File: config.mk
export PLATFORM = sky130hd
export DESIGN_NAME = ledflow_multi
export DESIGN_NICKNAME = d
export VERILOG_FILES = /design/src/rtl/ledflow_multi.sv
export SDC_FILE = /design/constraint.sdc
export NUM_CORES = 1
export LEC_CHECK = 0
export ABC_AREA = 1
export BUFFER_PORTS_ARGS = -buffer_cell sky130_fd_sc_hd__buf_2
export CAP_MARGIN = 10
export CORE_ASPECT_RATIO = 0.6
export CORE_UTILIZATION = 55
export CTS_CLUSTER_DIAMETER = 200
export DETAILED_ROUTE_END_ITERATION = 10
export GPL_ROUTABILITY_DRIVEN = 0
export PLACE_DENSITY_LB_ADDON = 0.08
export SLEW_MARGIN = 10
export SYNTH_ARGS = -nofsm -noshare
export SYNTH_HDL_FRONTEND = slang
export SYNTH_SLANG_ARGS = --single-unit
File: constraint.sdc
create_clock -name clk -period 2.1 [get_ports clk]
set_clock_uncertainty 0.1 [all_clocks]
set_input_delay 0.21 -clock clk [delete_from_list [all_inputs] [get_ports clk]]
set_output_delay 0.21 -clock clk [all_outputs]
set_load 0.01 [all_outputs]
File: src/rtl/ledflow_multi.sv
// ledflow_multi: multi-mode LED chaser driven by a prescaled step tick.
//   clk      system clock
//   rstn     synchronous reset, active HIGH despite the name
//   en_i     1 = run, 0 = freeze prescaler and pattern state
//   mode_i   0 ROT_UP, 1 ROT_DN, 2 BOUNCE, 3 BLINK (sampled on step edges)
//   speed_i  step period = max(CNT_MAX >> speed_i, 1) cycles
//   led_o    LED drive (registered), polarity per ACTIVE_LOW
//   pos_o    current lit position
//   step_o   combinational strobe, high in the cycle state advances
module ledflow_multi #(
  parameter int LED_NUM    = 8,
  parameter int CNT_MAX    = 50000000,
  parameter int CNT_W      = 26,
  parameter int ACTIVE_LOW = 1,
  localparam int PW        = (LED_NUM > 1) ? $clog2(LED_NUM) : 1
) (
  input  logic               clk,
  input  logic               rstn,
  input  logic               en_i,
  input  logic [1:0]         mode_i,
  input  logic [1:0]         speed_i,
  output logic [LED_NUM-1:0] led_o,
  output logic [PW-1:0]      pos_o,
  output logic               step_o
);

  typedef enum logic [1:0] {ROT_UP = 2'd0, ROT_DN = 2'd1, BOUNCE = 2'd2, BLINK = 2'd3} mode_e;

  localparam logic [31:0]         CMAX = 32'(CNT_MAX);
  localparam logic [PW-1:0]       LAST = PW'(LED_NUM - 1);
  localparam logic [LED_NUM-1:0]  DARK = (ACTIVE_LOW != 0) ? {LED_NUM{1'b1}} : '0;

  mode_e              mode;
  logic [CNT_W-1:0]   cnt;
  logic [PW-1:0]      pos, pos_n;
  logic               dir, dir_n;       // 1 = moving up
  logic               phase, phase_n;
  logic               run;
  logic [LED_NUM-1:0] led, pat, led_n;
  logic [31:0]        per_m1;

  assign mode = mode_e'(mode_i);

  // Period minus one; a shift that underflows to zero still gives a 1-cycle period.
  always_comb begin
    per_m1 = CMAX >> speed_i;
    if (per_m1 != 32'd0) per_m1 = per_m1 - 32'd1;
  end

  // >= so that shortening the period mid-count fires on the next cycle.
  assign step_o = en_i && (32'(cnt) >= per_m1);

  always_comb begin
    pos_n   = pos;
    dir_n   = dir;
    phase_n = phase;
    if (!run) begin
      // First step only makes the display live at pos 0.
      if (mode == BLINK) phase_n = 1'b1;
    end else begin
      case (mode)
        ROT_UP: begin
          phase_n = 1'b0;
          pos_n   = (pos == LAST) ? '0 : pos + PW'(1);
        end
        ROT_DN: begin
          phase_n = 1'b0;
          pos_n   = (pos == '0) ? LAST : pos - PW'(1);
        end
        BOUNCE: begin
          phase_n = 1'b0;
          // Reverse and move on the same step so ends are not shown twice.
          if (LED_NUM > 1) begin
            if (dir) begin
              if (pos == LAST) begin dir_n = 1'b0; pos_n = pos - PW'(1); end
              else pos_n = pos + PW'(1);
            end else begin
              if (pos == '0) begin dir_n = 1'b1; pos_n = pos + PW'(1); end
              else pos_n = pos - PW'(1);
            end
          end
        end
        default: phase_n = ~phase;
      endcase
    end
    pat = '0;
    for (int i = 0; i < LED_NUM; i++)
      pat[i] = (mode == BLINK) ? phase_n : (pos_n == PW'(i));
    led_n = (ACTIVE_LOW != 0) ? ~pat : pat;
  end

  // LED drive is registered so the pins only change on a step edge.
  always_ff @(posedge clk) begin
    if (rstn) begin
      cnt   <= '0;
      pos   <= '0;
      dir   <= 1'b1;
      phase <= 1'b0;
      run   <= 1'b0;
      led   <= DARK;
    end else if (step_o) begin
      cnt   <= '0;
      pos   <= pos_n;
      dir   <= dir_n;
      phase <= phase_n;
      run   <= 1'b1;
      led   <= led_n;
    end else if (en_i) begin
      cnt   <= cnt + CNT_W'(1);
    end
  end

  assign led_o = led;
  assign pos_o = pos;

endmodule

# After elaboration in Yosys (flattened, before gate mapping)
# Index checks and enable logic that the tools add are counted.
[word_totals]
output_inout_bits = 12
reg_bits = 40
wordCells = 55
[op_classes]
addsub = 4
magnitude_cmp = 1
n_shift = 1
n_bitwise = 2
n_eq_ne = 11
mux = 22
n_reduce_logical = 8
[ops]
columns = ["op", "count"]
rows = [
  ["26-bit by 32-bit >= comparator with 1-bit output", 1],
  ["32-bit two-way mux", 1],
  ["32-bit nonzero test", 1],
  ["26-bit by 2-bit >> shifter with 32-bit output, first input constant", 1],
  ["32-bit by 1-bit subtractor with 32-bit output, second input constant", 1],
  ["26-bit by 1-bit adder with 26-bit output, second input constant", 1],
  ["3-bit two-way mux", 6],
  ["3-bit == test, second input constant", 5],
  ["1-bit two-way mux", 14],
  ["3-bit one-hot mux with 3 select lines", 1],
  ["8-bit NOT", 1],
  ["3-bit by 2-bit == test with 1-bit output, second input constant", 2],
  ["3-bit zero test", 2],
  ["2-bit == test, second input constant", 2],
  ["3-bit by 1-bit adder with 3-bit output, second input constant", 1],
  ["3-bit by 1-bit == test with 1-bit output, second input constant", 1],
  ["3-bit AND reduction", 1],
  ["3-bit OR reduction", 1],
  ["3-bit by 1-bit subtractor with 3-bit output, second input constant", 1],
  ["2-bit by 1-bit == test with 1-bit output, second input constant", 1],
  ["2-bit zero test", 1],
  ["2-bit OR reduction", 1],
  ["1-bit logical AND", 1],
  ["1-bit NOT", 1],
]

# Longest topological paths before layout
[depth]
depth_word = 8
mapped_depth = 17
depth_no_buf = 16

# Worst setup path before layout
# No wires, ideal clock.
[synth_timing]
path_type = "input port to flip-flop"
start = "input port speed_i[1]"
end = "register led[0] (netlist: led_o[0])"
setup_slack_ns = -0.157
arrival_ns = 2.023
t_required_ns = 1.866
path_buffers = 2
stages = 17
setup_time_ns = 0.134
path_cell_list = "buf_4 > nor2_1 > inv_1 > ha_1 > ha_1 > nand2_1 > nor2_1 > nand2_1 > nand3_1 > nand3b_1 > nand2_1 > nand2_1 > nand2_2 > nand2_4 > buf_4 > nand2_1 > nand3_1"
[synth_via]
elab_chain_len = 5
word_cells_on_any_way = 6
cone_classes = "add/sub: 1; order compare: 1; shift: 1; mux: 1; reduce/logical: 2"
[synth_rtl]
columns = ["item", "line", "rtl"]
rows = [
  ["start, declared", "21", "input logic [1:0] speed_i,"],
  ["26-bit by 2-bit >> shifter with 32-bit output *", "46", "per_m1 = CMAX >> speed_i;"],
  ["32-bit by 1-bit subtractor with 32-bit output / 32-bit nonzero test (equally long branches)", "47", "if (per_m1 != 32'd0) per_m1 = per_m1 - 32'd1;"],
  ["32-bit two-way mux *", "47", ""],
  ["26-bit by 32-bit >= comparator with 1-bit output *", "51", "assign step_o = en_i && (32'(cnt) >= per_m1);"],
  ["1-bit logical AND *", "51", ""],
  ["end signal, assigned", "107", "led <= led_n;"],
  ["end, declared", "39", "logic [LED_NUM-1:0] led, pat, led_n;"],
]
# Mark *: on every way between the ends. The rest lies on a longest branch, timed or not.
# A chain may end at the register's enable or synchronous reset.

# Final worst setup path
[layout_timing]
start = "register cnt[19]"
end = "output port step_o"
[layout_via]
elab_chain_len = 2
[layout_rtl]
columns = ["item", "line", "rtl"]
rows = [
  ["start, declared", "34", "logic [CNT_W-1:0] cnt;"],
  ["start signal, assigned", "109", "cnt <= cnt + CNT_W'(1);"],
  ["26-bit by 32-bit >= comparator with 1-bit output", "51", ""],
  ["1-bit logical AND", "51", ""],
  ["end, declared", "24", "output logic step_o"],
]
# Every way passes these cells.

==> flow_summary.ini <==
[logic_synthesis]
synth.avg_cell_area_um2 = 6.79
ys_seq_elements = 40
syn_nets = 437
yosys_warnings = 0
async_reset_ff_share_pct = 0
synth_ff_type = dfxtp_1
synth_edf_count = 0
synthCells = 405
syn_area_um2 = 2750
synth.distinct_cells = 33
ys_seq_area_share_pct = 29.1

[power]
cellPowerDensity_nw_per_um2 = 414
cellLeakagePower_uw = 0.00161
power_uw = 1430
vdd_drop_max_v = 0.000490

[detailed_routing]
wl_um = 7520
dr.max_layer_used = met4
drt_pass1_iterations = 5
wl_met2_um = 2880
first_iter_violations = 229
post_drt_wl_per_cell_um = 14.4
m1WireLength_um = 3910
vias = 2762
wl_met3_um = 627
drc = 0
vias_per_cell = 5.28
antenna_left = 0

[worst_setup_path]
arrival_ps = 1920
start_kind = register
crit_path_max_fanout = 2
endpoint_kind = output pin
crit_type = register to output pin
required_ps = 1790

[clock_network]
clock-root-buffer = clkbuf_8
clkSlewWorstSetupHoldPaths_ps = 90
h-tree-depth = 2
tritoncts = built
numCtsBuffers = 5
cts_hold_buf = 0
cts.sinks = 40
clock_path_buffers = 2
clock_latency_ps = 300

[sta]
max_freq_mhz = 448
hold_violations = 0
worst_slack_ps = -133
rsz0062_at_grt = true
tns_ps = -2770
post-route-period-util_pct = 106
slew_viol_final = 0
setup-violations-final = 39
period_needed_ps = 2230

[global_route]
grt_pass1_vias = 2445
groute.usage.overall_pct = 29.3
grt_max_degree = 16
grt_pass1_wl_um = 11700
antenna_found_initial = 0
grt_overflow = 0

[worst_hold_path]
hold_class = input port to register

[floorplan]
rows = 19
die_x_um = 93.3
die_y_um = 56.8
fp.dieArea_um2 = 5290
core_um2 = 4680
initial_core_util_pct = 58.7
ios = 19

[flow_run]
drv_cap = 0

[placement]
port_buffers = 18
dp_hpwl_um = 5470
pre_cts_ws_ps = -239

[status]
status = finished with violations
violations = setup timing

[finish]
diodes = 0
nets = 491
layout-drive-gt1-share_pct = 26.3
area_growth_pct = 25.5
worst max-delay path, stage by stage, from the launching register on:
cell	delay, ps
dfxtp_1	330
ha_1	370
a21oi_2	190
o21ai_0	100
nand3_1	70
nand2_1	80
a21oi_2	150
nand2_2	90
nand2_4	100
inv_4	30
buf_6	110
metrics by stage:
step	utilization, %	hold slack, ps	area [um^2]	cells
floorplan	-	179	2770	405
global placement	66.4	339	3110	508
detailed placement	66.4	341	3110	508
CTS	70.1	23.6	3280	519
global route	73.7	57.2	3450	523
finish	73.7	64.7	3450	523
synth_stat cells, types with 2 or more instances:
library cell | number | area, um^2
nand2_1 | 108 | 405
nor2_1 | 48 | 180
inv_1 | 46 | 173
dfxtp_1 | 40 | 801
nand3_1 | 37 | 185
ha_1 | 25 | 313
a21oi_1 | 11 | 55.1
nor3_1 | 11 | 55.1
nand4_1 | 10 | 62.6
xor2_1 | 10 | 87.6
a21oi_2 | 7 | 61.3
o21bai_1 | 6 | 45.0
xnor2_1 | 6 | 52.6
nand2_2 | 5 | 31.3
inv_2 | 4 | 15.0
nor4_1 | 4 | 25.0
buf_6 | 3 | 33.8
o21ai_0 | 3 | 15.0
buf_4 | 2 | 15.0
clkbuf_1 | 2 | 7.51
conb_1 | 2 | 7.51
nand2_4 | 2 | 22.5
nor2_2 | 2 | 12.5
or2_2 | 2 | 12.5
cells in the final DEF, fill, tap and decap left out, types with 3 or more instances in the layout:
master / n
nand2_1: 103
nor2_1: 43
inv_1: 43
nand3_1: 37
buf_4: 32
dfxtp_1: 30
ha_1: 19
buf_2: 15
nor3_1: 11
nand2_2: 10
nand4_1: 10
xor2_1: 10
a21oi_2: 9
a21oi_1: 8
dfxtp_2: 7
o21bai_1: 6
inv_2: 6
xnor2_1: 6
ha_4: 6
clkbuf_8: 5
nor2_2: 4
nor4_1: 3
nor2_4: 3
o21ai_0: 3
dfxtp_4: 3
buf_6: 3
final cells by class:
| class | count | area (um^2) |
|---|---|---|
| well taps | 63 | 78.8 |
| inverters | 50 | 190 |
| repair buffers | 54 | 429 |
| clock inverters | 3 | 18.8 |
| flip-flops and latches | 40 | 821 |
| fillers | 387 | 1230 |
| multi-input cells | 308 | 1840 |
| clock buffers | 5 | 68.8 |
sequential cells by signal (all words and copies together), names as in the netlist:
name,cells
cnt,26
led_o,8
pos_o,3
dir,1
phase,1
run,1
what timing repair did:
item                                    4_1_cts  5_1_grt
endpoints found under the setup margin        1       39
resized for setup                            14       32
gates cloned                                  0        1
pin swaps                                     5       10
setup buffers                                 3        3
cells by family (layout without fill, tap and decap cells):
group,after synthesis,in the layout,synth area share [%]
xor gates and xnor gates,16,16,5.10
and+or+nand+nor,234,234,37.8
buffers and inverters,57,112,8.88
other,2,2,0.273
AOI/OAI and AO/OA,31,31,7.46
DFF,40,40,29.1
adders and majority gates,25,25,11.4
where the power goes:
part,internal (uW),total [uW],switching (uW)
clock network,232,509,277
registers,757,759,2.39
logic,68.8,160,90.8
total,1060,1430,371
final timing paths:
check                           endpoint      from  slack [ps]  cells past startpoint
worst max register to register   cnt[12]   cnt[19]        -110                     12
worst max-delay path              step_o   cnt[19]        -130                     10
worst min-delay path                 run      rstn          60                      2
worst min register to register  led_o[3]  led_o[3]         370                      2
layer usage:
metal / track usage, % / vias up
met1: 48.1 / 1239
met5: 0 / -
met4: 8.57 / 0
met2: 36.0 / 107
met3: 6.50 / 11
li1: - / 1405
Power figures use the tool's default switching activity.
